**config.mk**
```make
export PLATFORM = sky130hd
export DESIGN_NAME = free_list_bank_flat
export DESIGN_NICKNAME = d
export VERILOG_FILES = /design/src/rtl/free_list_bank_if.sv /design/src/rtl/free_list_bank.sv /design/src/flat_wrapper.sv
export SDC_FILE = /design/constraint.sdc
export NUM_CORES = 1
export LEC_CHECK = 0
export ABC_AREA = 1
export ABC_CLOCK_PERIOD_IN_PS = 8000
export BUFFER_PORTS_ARGS = -buffer_cell sky130_fd_sc_hd__buf_4
export CAP_MARGIN = 10
export CORE_MARGIN = 4
export CORE_UTILIZATION = 50
export DETAILED_ROUTE_END_ITERATION = 6
export GPL_TIMING_DRIVEN = 0
export HOLD_SLACK_MARGIN = 0.03
export PLACE_DENSITY = 0.69
export SLEW_MARGIN = 10
export SYNTH_ARGS = -nofsm -noshare
export SYNTH_HDL_FRONTEND = slang
export SYNTH_SLANG_ARGS = --single-unit
```
**constraint.sdc**
```tcl
create_clock -name CLK -period 8 [get_ports CLK]
set_clock_uncertainty 0.2 [all_clocks]
set_input_delay 0.8 -clock CLK [delete_from_list [all_inputs] [get_ports CLK]]
set_output_delay 0.8 -clock CLK [all_outputs]
set_load 0.02 [all_outputs]
```
**src/rtl/free_list_bank_if.sv**
```systemverilog
// Free list handshake bundle: enqueue of freed PR tags, dequeue of allocated tags.
// master: rename/commit side driving enq and deq_ready; slave: the free list bank.
interface free_list_bank_if #(
  parameter int LOG_PR_COUNT                  = 7,
  parameter int LOG_FREE_LIST_LENGTH_PER_BANK = 5
);
  logic                                   enq_valid;
  logic [LOG_PR_COUNT-1:0]                enq_PR;
  logic                                   enq_ready;
  logic                                   deq_valid;
  logic [LOG_PR_COUNT-1:0]                deq_PR;
  logic                                   deq_ready;
  logic [LOG_FREE_LIST_LENGTH_PER_BANK:0] count;
  logic                                   below_lower;
  logic                                   above_upper;
  logic                                   overflow_err;

  modport master (
    output enq_valid, enq_PR, deq_ready,
    input  enq_ready, deq_valid, deq_PR,
    input  count, below_lower, above_upper, overflow_err
  );

  modport slave (
    input  enq_valid, enq_PR, deq_ready,
    output enq_ready, deq_valid, deq_PR,
    output count, below_lower, above_upper, overflow_err
  );
endinterface

```
**src/rtl/free_list_bank.sv**
```systemverilog
// Per-bank circular free list of PR tags for rename; CLK/RST plain, rest via fl (slave).
// Ports: fl carries enq/deq handshakes, count, thresholds, sticky overflow_err.
// Optional macro FREE_LIST_BYPASS_EN: when empty, an enqueued tag passes straight to deq.
module free_list_bank #(
  parameter int FREE_LIST_LENGTH_PER_BANK     = 32,
  parameter int LOG_FREE_LIST_LENGTH_PER_BANK = 5,
  parameter int LOG_PR_COUNT                  = 7,
  parameter int PRF_BANK_COUNT                = 4,
  parameter int BANK_INDEX                    = 0,
  parameter int AR_COUNT                      = 32,
  parameter int FREE_LIST_LOWER_THRESHOLD     = 8,
  parameter int FREE_LIST_UPPER_THRESHOLD     = 24
) (
  input logic           CLK,
  input logic           RST,
  free_list_bank_if.slave fl
);
  localparam int LG   = LOG_FREE_LIST_LENGTH_PER_BANK;
  localparam int LEN  = FREE_LIST_LENGTH_PER_BANK;
  localparam int INIT = LEN - AR_COUNT / PRF_BANK_COUNT;

  typedef logic [LG:0]             ptr_t;
  typedef logic [LOG_PR_COUNT-1:0] tag_t;

  tag_t mem [LEN];
  ptr_t head, tail, cnt;
  ptr_t head_n, tail_n;
  logic ovf;
  logic full, empty;
  logic enq_fire, deq_fire;
  logic handoff;

  assign full  = (head[LG] != tail[LG]) &&
                 (head[LG-1:0] == tail[LG-1:0]);
  assign empty = (head == tail);

  // At full a same-cycle dequeue frees the slot the enqueue writes,
  // so deq_ready also opens the enqueue side.
  assign fl.enq_ready = !full || fl.deq_ready;
  assign deq_fire     = !empty && fl.deq_ready;

`ifdef FREE_LIST_BYPASS_EN
  assign handoff      = empty && fl.enq_valid && fl.deq_ready;
  assign fl.deq_valid = !empty || fl.enq_valid;
  assign fl.deq_PR    = empty ? fl.enq_PR
                              : mem[head[LG-1:0]];
`else
  assign handoff      = 1'b0;
  assign fl.deq_valid = !empty;
  assign fl.deq_PR    = mem[head[LG-1:0]];
`endif

  assign enq_fire = fl.enq_valid && fl.enq_ready && !handoff;

  always_comb begin
    head_n = head;
    tail_n = tail;
    if (deq_fire) head_n = head + ptr_t'(1);
    if (enq_fire) tail_n = tail + ptr_t'(1);
  end

  always_ff @(posedge CLK or posedge RST) begin
    if (RST) begin
      for (int i = 0; i < LEN; i++) begin
        if (i < INIT)
          mem[i] <= tag_t'(PRF_BANK_COUNT *
                    (AR_COUNT / PRF_BANK_COUNT + i) + BANK_INDEX);
        else
          mem[i] <= '0;
      end
      head <= '0;
      tail <= ptr_t'(INIT);
      cnt  <= ptr_t'(INIT);
      ovf  <= 1'b0;
    end else begin
      if (enq_fire) mem[tail[LG-1:0]] <= fl.enq_PR;
      head <= head_n;
      tail <= tail_n;
      cnt  <= tail_n - head_n;
      if (fl.enq_valid && !fl.enq_ready) ovf <= 1'b1;
    end
  end

  assign fl.count        = cnt;
  assign fl.overflow_err = ovf;
  assign fl.below_lower  = cnt < ptr_t'(FREE_LIST_LOWER_THRESHOLD);
  assign fl.above_upper  = cnt > ptr_t'(FREE_LIST_UPPER_THRESHOLD);
endmodule

```
**src/flat_wrapper.sv**
```systemverilog
// flat-port wrapper written by rule: the top's interface ports become plain ports
module free_list_bank_flat 
#(
  parameter int FREE_LIST_LENGTH_PER_BANK     = 32,
  parameter int LOG_FREE_LIST_LENGTH_PER_BANK = 5,
  parameter int LOG_PR_COUNT                  = 7,
  parameter int PRF_BANK_COUNT                = 4,
  parameter int BANK_INDEX                    = 0,
  parameter int AR_COUNT                      = 32,
  parameter int FREE_LIST_LOWER_THRESHOLD     = 8,
  parameter int FREE_LIST_UPPER_THRESHOLD     = 24
)
  (CLK, RST, fl_enq_valid, fl_enq_PR, fl_deq_ready, fl_enq_ready, fl_deq_valid, fl_deq_PR, fl_count, fl_below_lower, fl_above_upper, fl_overflow_err);
  free_list_bank_if #(.LOG_PR_COUNT(LOG_PR_COUNT), .LOG_FREE_LIST_LENGTH_PER_BANK(LOG_FREE_LIST_LENGTH_PER_BANK)) fl_i ();
  input logic CLK;
  input logic RST;
  input wire logic [$bits(fl_i.enq_valid)-1:0] fl_enq_valid;
  input wire logic [$bits(fl_i.enq_PR)-1:0] fl_enq_PR;
  input wire logic [$bits(fl_i.deq_ready)-1:0] fl_deq_ready;
  output wire logic [$bits(fl_i.enq_ready)-1:0] fl_enq_ready;
  output wire logic [$bits(fl_i.deq_valid)-1:0] fl_deq_valid;
  output wire logic [$bits(fl_i.deq_PR)-1:0] fl_deq_PR;
  output wire logic [$bits(fl_i.count)-1:0] fl_count;
  output wire logic [$bits(fl_i.below_lower)-1:0] fl_below_lower;
  output wire logic [$bits(fl_i.above_upper)-1:0] fl_above_upper;
  output wire logic [$bits(fl_i.overflow_err)-1:0] fl_overflow_err;
  assign fl_i.enq_valid = fl_enq_valid;
  assign fl_i.enq_PR = fl_enq_PR;
  assign fl_i.deq_ready = fl_deq_ready;
  assign fl_enq_ready = fl_i.enq_ready;
  assign fl_deq_valid = fl_i.deq_valid;
  assign fl_deq_PR = fl_i.deq_PR;
  assign fl_count = fl_i.count;
  assign fl_below_lower = fl_i.below_lower;
  assign fl_above_upper = fl_i.above_upper;
  assign fl_overflow_err = fl_i.overflow_err;
  free_list_bank #(.FREE_LIST_LENGTH_PER_BANK(FREE_LIST_LENGTH_PER_BANK), .LOG_FREE_LIST_LENGTH_PER_BANK(LOG_FREE_LIST_LENGTH_PER_BANK), .LOG_PR_COUNT(LOG_PR_COUNT), .PRF_BANK_COUNT(PRF_BANK_COUNT), .BANK_INDEX(BANK_INDEX), .AR_COUNT(AR_COUNT), .FREE_LIST_LOWER_THRESHOLD(FREE_LIST_LOWER_THRESHOLD), .FREE_LIST_UPPER_THRESHOLD(FREE_LIST_UPPER_THRESHOLD)) u_core (.CLK(CLK), .RST(RST), .fl(fl_i));
endmodule
```
==> results of run 1 <==
==> power groups by stage <==
| stage | clock, W | sequential, W | combinational, W |
|---|---|---|---|
| floorplan | 0 | 0.00215 | 0.00166 |
| global placement | 0 | 0.00220 | 0.00245 |
| detailed placement | 0 | 0.00221 | 0.00252 |
| CTS | 0.00140 | 0.00221 | 0.00253 |
| global route | 0.00145 | 0.00228 | 0.00283 |
| finish | 0.00138 | 0.00222 | 0.00256 |
==> cells by family (layout without fill, tap and decap cells) <==
logic type,count (synthesis),in the layout
AND/OR/NAND/NOR,523,523
XOR/XNOR,12,12
adder cells (fa/ha/maj),11,11
AO/OA/AOI/OAI,419,419
flip-flops,243,243
buffers and inverters,148,228
==> metrics by stage <==
stage | worst slack [ns] | power [W] | instances | utilization, %
2_1_floorplan | 0.446 | 0.00381 | 1356 | -
3_3_place_gp | -2.34 | 0.00465 | 1669 | 53.3
3_5_place_dp | 4.26 | 0.00473 | 1671 | 53.5
4_1_cts | 3.67 | 0.00613 | 1721 | 57.9
5_1_grt | 3.40 | 0.00655 | 1721 | 57.9
6_report | 3.54 | 0.00616 | 1721 | 57.9
==> worst paths after layout <==
check	startpoint	to	slack [ns]	depth (start not counted)
max	u_core.head[1]$_DFF_PP0_	fl_deq_PR[6]	3.54	10
max reg2reg	u_core.head[0]$_DFF_PP0_	u_core.fl.count[5]$_DFF_PP0_	4.60	20
min reg2reg	u_core.mem[92]$_DFFE_PP0P_	u_core.mem[92]$_DFFE_PP0P_	0.28	2
min in group CLK	u_core.mem[92]$_DFFE_PP0P_	u_core.mem[92]$_DFFE_PP0P_	0.28	2
min	RST	u_core.mem[159]$_DFFE_PP0P_	0.04	2
max in group asynchronous	RST	u_core.fl.count[4]$_DFF_PP1_	6.72	3
==> layout by cell type (no fill, tap or decap), drive strengths merged <==
cell type	Yosys	layout
o22ai	26	26
o21bai	2	2
clkbuf	51	87
nor2	106	106
dfstp	72	72
nand4	2	2
clkinvlp	0	3
nand3	15	15
fa	1	1
nor4	8	8
a21oi	59	59
o221ai	8	8
ha	10	10
bufinv	0	6
xor2	11	11
inv	47	49
nand2	367	367
buf	48	78
dfrtp	171	171
clkinv	2	5
nor3	25	25
o21ai	324	324
xnor2	1	1
==> flip-flops by register name (all words and copies together) (netlist names) <==
register / count
u_core.head: 6
u_core.fl.overflow_err: 1
u_core.fl.count: 6
u_core.tail: 6
u_core.mem: 224
==> per-layer routing <==
metal	GRT usage, %	up-vias	part of all wire, %
li1	-	4630	-
met2	42.8	494	44
met3	6.14	107	9.1
met4	11.8	0	4.9
met5	0	-	0
met1	38.3	4783	42
==> worst max-delay path: stages, from the launching register on <==
cell	delay, ns
dfrtp_1	0.37
buf_2	0.17
clkbuf_1	0.63
nand2_1	0.50
o21ai_0	0.28
nor2_1	0.06
a21oi_1	0.25
a21oi_1	0.10
o21ai_0	0.18
nand2_1	0.17
buf_4	0.19
==> area by class of cell <==
type / count / share of cell area, %
repair buffers: 30 / 2.03
flip-flops and latches: 243 / 47.2
clock inverters: 14 / 1.80
multi-input cells: 965 / 35.0
inverters: 49 / 1.47
clock buffers: 36 / 5.73
plain buffers: 99 / 4.05
well taps: 285 / 2.73
==> flow_metrics.tcl, run 1 <==
set metrics [dict create \
    startpoint_type "register" \
    leakage_nw 5.79 \
    num_io_pins 29 \
    fillers 2057 \
    final-setup-viol-count 0 \
    p_sw_w 0.00258 \
    gp_congestion 0.953 \
    crit_required_ns 7.00 \
    rows 55 \
    vdd_drop_max_mv 0.267 \
    synth_cells 1356 \
    yosys.area_share.simple_pct 18.8 \
    insertion_delay_ns 0.54 \
    whs_ns 0.0380 \
    synth_top_family_by_area "compound AO/OA/AOI/OAI gates" \
    clk_pin_slew_ns 0.07 \
    combPwrFrac_pct 41.5 \
    drv_slew 0 \
    yosysTopAreaCellShare_pct 37.4 \
    synth.most_common_cell "nand2_1" \
    hold_class "primary input to async pin" \
    hold_violations 0 \
    synth-edff-count 0 \
    post_synth.cell_area_avg_sq_um 8.45 \
    crit_path_end_kind "output pin" \
    synth_fa_ha_area_share_pct 1.27 \
    dp_hpwl_mm 24.9 \
    htreeDepth 1 \
    portBuffers 28 \
    synth_compound_area_share_pct 18.9 \
    clk_path_buf_depth 3 \
    cp.arrival_ns 3.46 \
    tightestPinTransition_ns 0.988 \
    path_max_fanout 10 \
    ys_warn_count 0 \
    postCtsHoldBufs 0 \
    p_sw_share_pct 41.9 \
    relSlewSlack_pct 33.6 \
    post_synth_xor_area_fraction_pct 0.917 \
    powerDensity_nw_per_um2 471 \
    ctsResizeCount 0 \
    tritoncts "built" \
    ys_ff_latch 243 \
    seq_area_sq_um 6170 \
    vias_per_cell 5.82 \
    core_area_sq_um 22600 \
    p_int_w 0.00358 \
    p_seq_share_pct 36.0 \
    netlist.top_cell.by_area "dfrtp_1" \
    outcome "complete, no violations" \
    period_share_pct 55.8 \
    initial_core_util_pct 50.8 \
    insertedDiodeCount 0 \
    place_area_sq_um 12100 \
    antenna_found_initial 0 \
    area_growth_pct 14.1 \
    rsz0062_at_grt "no" \
    dieHeight_microns 159 \
    synth_area_sq_um 11500 \
    multi_input_area_sq_um 4570 \
    track_usage_pct 27.8 \
    pwr-share-clk_pct 22.4 \
    drive_above_1_share_pct 15.4 \
    synth_ff_type "dfrtp_1" \
    maxCapViolCount 0 \
    wl_per_cell_microns 20.7 \
    antenna_left 0 \
    synth_fp_nets 1378 \
    drcViolationCount 0 \
    finalCriticalPeriod_ns 4.46 \
    stdcell_area_sq_um 13100 \
    dieArea_sq_um 25400 \
    cts_sinks 243 \
    yosysSeqAreaShare_pct 53.9 \
    wirelength_mm 35.6 \
    cts-root-buf "clkbuf_16" \
    layout.nets 1437 \
    grt_pass1_vias 9615 \
    tns_ns 0 \
    cts_buffers 27 \
    die_w_microns 159 \
    drtIter0Drc 1036 \
    synth_area_leaders "dfrtp_1 (37%), dfstp_2 (17%), o21ai_0 (14%)" \
    synthTopCellsByCount "nand2_1 (345), o21ai_0 (320), dfrtp_1 (171)" \
    first_pass_iters 5 \
    synthArstFlopShare_pct 100 \
    routed-via-count 10000 \
    grt_remaining_overflow 0 \
    grt_max_degree 101 \
    synth_mux_area_share_pct 0 \
    grt_pass1_wl_mm 55.7 \
    fmax_mhz 224 \
    critical_path_class "register to output pin" \
    postCtsSetupBuffers 0 \
    synth.distinct_cells 33 \
]
No activity file was read; power rests on OpenSTA's default activity.
==> run 2, diff against run 1 <==
--- a/config.mk
+++ b/config.mk
@@ -6,7 +6,7 @@
 export NUM_CORES = 1
 export LEC_CHECK = 0
 export ABC_AREA = 1
-export ABC_CLOCK_PERIOD_IN_PS = 8000
+export ABC_CLOCK_PERIOD_IN_PS = 3700
 export BUFFER_PORTS_ARGS = -buffer_cell sky130_fd_sc_hd__buf_4
 export CAP_MARGIN = 10
 export CORE_MARGIN = 4
==> constraint.sdc (replaced) <==
create_clock -name CLK -period 3.7 [get_ports CLK]
set_clock_uncertainty 0.2 [all_clocks]
set_input_delay 0.37 -clock CLK [delete_from_list [all_inputs] [get_ports CLK]]
set_output_delay 0.37 -clock CLK [all_outputs]
set_load 0.02 [all_outputs]
==> flow_metrics.tcl, run 2 (synthesized netlist as in run 1, its figures left out) <==
set metrics [dict create \
    outcome "complete, no violations" \
    dr.max_layer_used "met4" \
    powerDensity_nw_per_um2 990 \
    p_total_w 0.0131 \
    tightestPinTransition_ns 1.02 \
    path_max_fanout 10 \
    dieHeight_microns 159 \
    wirelength_mm 35.3 \
    crit_path_end_kind "output pin" \
    tritoncts "built" \
    drive_above_1_share_pct 16.6 \
    critical_path_class "register to output pin" \
    initial_core_util_pct 50.8 \
    antenna_found_initial 0 \
    htreeDepth 1 \
    grt_remaining_overflow 0 \
    insertion_delay_ns 0.54 \
    cts_buffers 27 \
    routed-via-count 10100 \
    finalCriticalPeriod_ns 3.63 \
    final-setup-viol-count 0 \
    setup_slack_ns 0.0739 \
    wl_per_cell_microns 20.3 \
    cts_sinks 243 \
    num_io_pins 29 \
    period_share_pct 98.0 \
    met1_length_mm 14.8 \
    place_ws_ns 0.362 \
    hold_violations 0 \
    route.met2.wl_mm 15.7 \
    rr_startpoint "u_core.head[0]$_DFF_PP0_" \
    clk_path_buf_depth 3 \
    critPathLaunch "u_core.head[0]$_DFF_PP0_" \
    tns_ns 0 \
    layout.nets 1453 \
    max_flop_register "u_core.mem" \
    portBuffers 28 \
    drcViolationCount 0 \
    antenna_left 0 \
    fillers 2035 \
    postCtsSetupBuffers 0 \
    layout_commonest_cell "nand2_1" \
    grt_pass1_vias 9552 \
    grt_max_degree 39 \
    relSlewSlack_pct 31.3 \
    startpoint_type "register" \
    cp.arrival_ns 3.06 \
    area_growth_pct 15.1 \
    insertedDiodeCount 0 \
    dp_hpwl_mm 25.0 \
    largest_reg_flops 224 \
    die_w_microns 159 \
    dieArea_sq_um 25400 \
    post-route-util_pct 58.4 \
    track_usage_pct 27.5 \
    vias_per_cell 5.80 \
    dr_wl_met3_mm 3.28 \
    vdd_drop_max_mv 0.525 \
    leakage_nw 5.89 \
    cts-root-buf "clkbuf_16" \
    drtIter0Drc 1109 \
    crit_required_ns 3.13 \
    maxCapViolCount 0 \
    clk_pin_slew_ns 0.06 \
    core_area_sq_um 22600 \
    grt_pass1_wl_mm 54.8 \
    rsz0062_at_grt "no" \
    first_pass_iters 6 \
    fmax_mhz 276 \
    drv_slew 0 \
    whs_ns 0.150 \
    final_cell_mix "nand2_1 (344), o21ai_0 (320), dfrtp_1 (171), nor2_1 (101), dfstp_2 (72)" \
    rows 55 \
    hold_class "primary input to async pin" \
    gp_congestion 0.967 \
]
## run 2: cell types whose count changed in the layout (fill, tap and decap cells not counted), sizes merged
cell | previous run | this run
clkinvlp | 3 | 2
dlygate4sd3 | 0 | 11
bufinv | 6 | 2
clkbuf | 87 | 89
clkinv | 5 | 10
inv | 49 | 48
buf | 78 | 82
## run 2: layer usage
metal  vias up  GRT usage, %
met5         -             0
met2       484          42.4
li1       4655             -
met3       104          5.72
met4         0          10.8
met1      4838          38.4
## run 2: cell type report
cell class,count,area [sq um],area share (%)
Tap cell,285,357,2.70
Buffer,99,548,4.16
Timing Repair Buffer,46,460,3.49
Clock inverter,13,136,1.03
Multi-Input combinational cell,965,4570,34.7
Sequential cell,243,6170,46.8
Inverter,49,189,1.43
Clock buffer,37,753,5.71
## run 2: path summary, 6_finish.rpt
kind,end,slack (ns),depth (start not counted)
worst min register to register,u_core.mem[198]$_DFFE_PP1P_,0.27,2
worst max-delay path,fl_deq_PR[1],0.07,10
max in group asynchronous,u_core.mem[178]$_DFFE_PP1P_,2.11,6
worst min-delay path,u_core.mem[8]$_DFFE_PP0P_,0.15,3
min in group CLK,u_core.mem[198]$_DFFE_PP1P_,0.27,2
worst max register to register,u_core.fl.count[5]$_DFF_PP0_,0.30,20
## run 2: metrics by stage
stage               instances  area (sq um)
finish                   1737         13200
global route             1737         13200
CTS                      1737         13200
detailed placement       1676         12200
global placement         1669         12000
floorplan                1356         11500
## run 2: worst max-delay path: stages, from the launching register on
cell and delay, ns:
dfrtp_1 0.47, inv_1 0.18, clkbuf_2 0.28, clkbuf_2 0.36, o21ai_0 0.14, o22ai_1 0.20
nand2_1 0.13, a21oi_1 0.26, o21ai_0 0.19, nand2_1 0.15, buf_4 0.16
## run 2: what timing repair did
action | in CTS | in global routing
endpoints found under the setup margin | 7 | 6
gates resized for setup | 10 | 11
hold buffers | 11 | 0
hold endpoints to repair | 98 | 0
## run 2: power breakdown
part | total, W | internal [W] | switching [W]
combinational | 0.00557 | 0.00184 | 0.00373
sequential | 0.00479 | 0.00410 | 0.000696
clock | 0.00270 | 0.00157 | 0.00112
==> run 3, diff against run 2 <==
--- a/config.mk
+++ b/config.mk
@@ -8,9 +8,9 @@
 export ABC_AREA = 1
 export ABC_CLOCK_PERIOD_IN_PS = 3700
 export BUFFER_PORTS_ARGS = -buffer_cell sky130_fd_sc_hd__buf_4
-export CAP_MARGIN = 10
 export CORE_MARGIN = 4
 export CORE_UTILIZATION = 50
+export CTS_BUF_LIST = sky130_fd_sc_hd__clkbuf_2 sky130_fd_sc_hd__clkbuf_4 sky130_fd_sc_hd__clkbuf_8
 export DETAILED_ROUTE_END_ITERATION = 6
 export GPL_TIMING_DRIVEN = 0
 export HOLD_SLACK_MARGIN = 0.03
==> flow_metrics.tcl, run 3 (synthesized netlist as in run 1, its figures left out) <==
set metrics [dict create \
    gp_congestion 0.967 \
    finalCriticalPeriod_ns 3.72 \
    dp_hpwl_mm 25.0 \
    largest_reg_flops 224 \
    rsz0062_at_grt "no" \
    core_area_sq_um 22600 \
    path_max_fanout 10 \
    violations "negative setup slack" \
    portBuffers 28 \
    dieArea_sq_um 25400 \
    cts-root-buf "clkbuf_8" \
    routed-via-count 10100 \
    cts_sinks 243 \
    tightestPinTransition_ns 1.04 \
    dieHeight_microns 159 \
    p_total_w 0.0131 \
    drive_above_1_share_pct 18.6 \
    fin_cells 1765 \
    grt_pass1_wl_mm 55.0 \
    crit_required_ns 3.13 \
    insertedDiodeCount 0 \
    dp_cells 1676 \
    postCtsSetupBuffers 0 \
    powerDensity_nw_per_um2 986 \
    area_growth_pct 15.6 \
    rows 55 \
    insertion_delay_ns 0.54 \
    vdd_drop_max_mv 0.628 \
    drcViolationCount 0 \
    drtIter0Drc 1037 \
    critPathLaunch "u_core.head[1]$_DFF_PP0_" \
    relSlewSlack_pct 30.0 \
    wirelength_mm 35.4 \
    rr_startpoint "u_core.head[0]$_DFF_PP0_" \
    first_pass_iters 6 \
    layout.nets 1468 \
    wl_per_cell_microns 20.1 \
    setup_slack_ns -0.0226 \
    grt_remaining_overflow 0 \
    clk_path_buf_depth 3 \
    post-route-util_pct 58.7 \
    layout_commonest_cell "nand2_1" \
    whs_ns 0.147 \
    cp.arrival_ns 3.15 \
    final_cell_mix "nand2_1 (344), o21ai_0 (320), dfrtp_1 (171), nor2_1 (101), dfstp_2 (72)" \
    hold_class "primary input to async pin" \
    clk_pin_slew_ns 0.06 \
    num_io_pins 29 \
    drv_slew 0 \
    grt_pass1_vias 9611 \
    crit_path_end_kind "output pin" \
    vias_per_cell 5.71 \
    track_usage_pct 27.6 \
    hold_violations 0 \
    initial_core_util_pct 50.8 \
    antenna_left 0 \
    final-setup-viol-count 1 \
    antenna_found_initial 0 \
    fillers 2017 \
    critical_path_class "register to output pin" \
    leakage_nw 5.95 \
    die_w_microns 159 \
    max_flop_register "u_core.mem" \
    maxCapViolCount 0 \
    outcome "complete, but fails checks" \
    fmax_mhz 269 \
    startpoint_type "register" \
    htreeDepth 2 \
    tritoncts "built" \
    grt_max_degree 39 \
    cts_buffers 42 \
    period_share_pct 101 \
]
## run 3: cell count changes in the layout (fill, tap and decap cells not counted), moves of 4 or more
cell,delta
clkbuf_8,+50
clkbuf_16,-27
clkbuf_4,+18
clkbuf_1,-7
clkinv_2,-4
## run 3: area by class of cell
type                       instances  area, sq um  share of cell area, %
buffer                            99          552                   4.17
clock buffer                      71          871                   6.58
clock inverter                     7         68.8                  0.520
inverter                          49          189                   1.43
multi-input combinational        965         4570                   34.5
sequential                       243         6170                   46.6
tap                              285          357                   2.69
timing repair buffer              46          460                   3.48
## run 3: metal layers
metal	track usage (%)	vias up	share of wire [%]
li1	-	4705	-
met1	38.9	4776	43
met2	41.8	496	44
met3	5.70	106	8.9
met4	11.9	0	4.3
met5	0	-	0
## run 3: timing repair
| item | 4_1_cts | 5_1_grt |
|---|---|---|
| hold endpoints to repair | 98 | 0 |
| hold buffers | 11 | 0 |
| endpoints found under the setup margin | 7 | 7 |
| resized for setup | 10 | 16 |
## run 3: worst paths after layout
| path | to | slack (ns) | cells after the start |
|---|---|---|---|
| worst max-delay path | fl_deq_PR[1] | -0.02 | 11 |
| worst min-delay path | u_core.mem[23]$_DFFE_PP0P_ | 0.15 | 3 |
| worst max register to register | u_core.fl.count[5]$_DFF_PP0_ | 0.30 | 20 |
| worst min register to register | u_core.mem[198]$_DFFE_PP1P_ | 0.28 | 2 |
| max in group asynchronous | u_core.mem[172]$_DFFE_PP1P_ | 2.12 | 6 |
| min in group CLK | u_core.mem[198]$_DFFE_PP1P_ | 0.28 | 2 |
## run 3: through the flow
step                setup TNS [ns]  setup slack, ns  instance area (sq um)
floorplan                   -0.172         -0.00100                  11500
global placement           -271.68            -1.50                  12000
detailed placement               0            0.362                  12200
CTS                              0           0.0253                  13200
global route                     0          0.00273                  13200
finish                     -0.0226          -0.0226                  13200
## run 3: report_power, final
part           internal, W  total [W]  switching, W
combinational      0.00184    0.00557       0.00373
sequential         0.00410    0.00479      0.000696
clock              0.00156    0.00269       0.00113
total              0.00750     0.0131       0.00556
## run 3: worst max-delay path: stages, from the launching register on
cell,delay [ns]
dfrtp_1,0.38
buf_2,0.16
inv_1,0.09
buf_2,0.27
buf_1,0.58
o21ai_0,0.19
o22ai_1,0.29
nand2_1,0.10
nand2_1,0.08
o21ai_0,0.15
nand2_1,0.16
buf_4,0.16
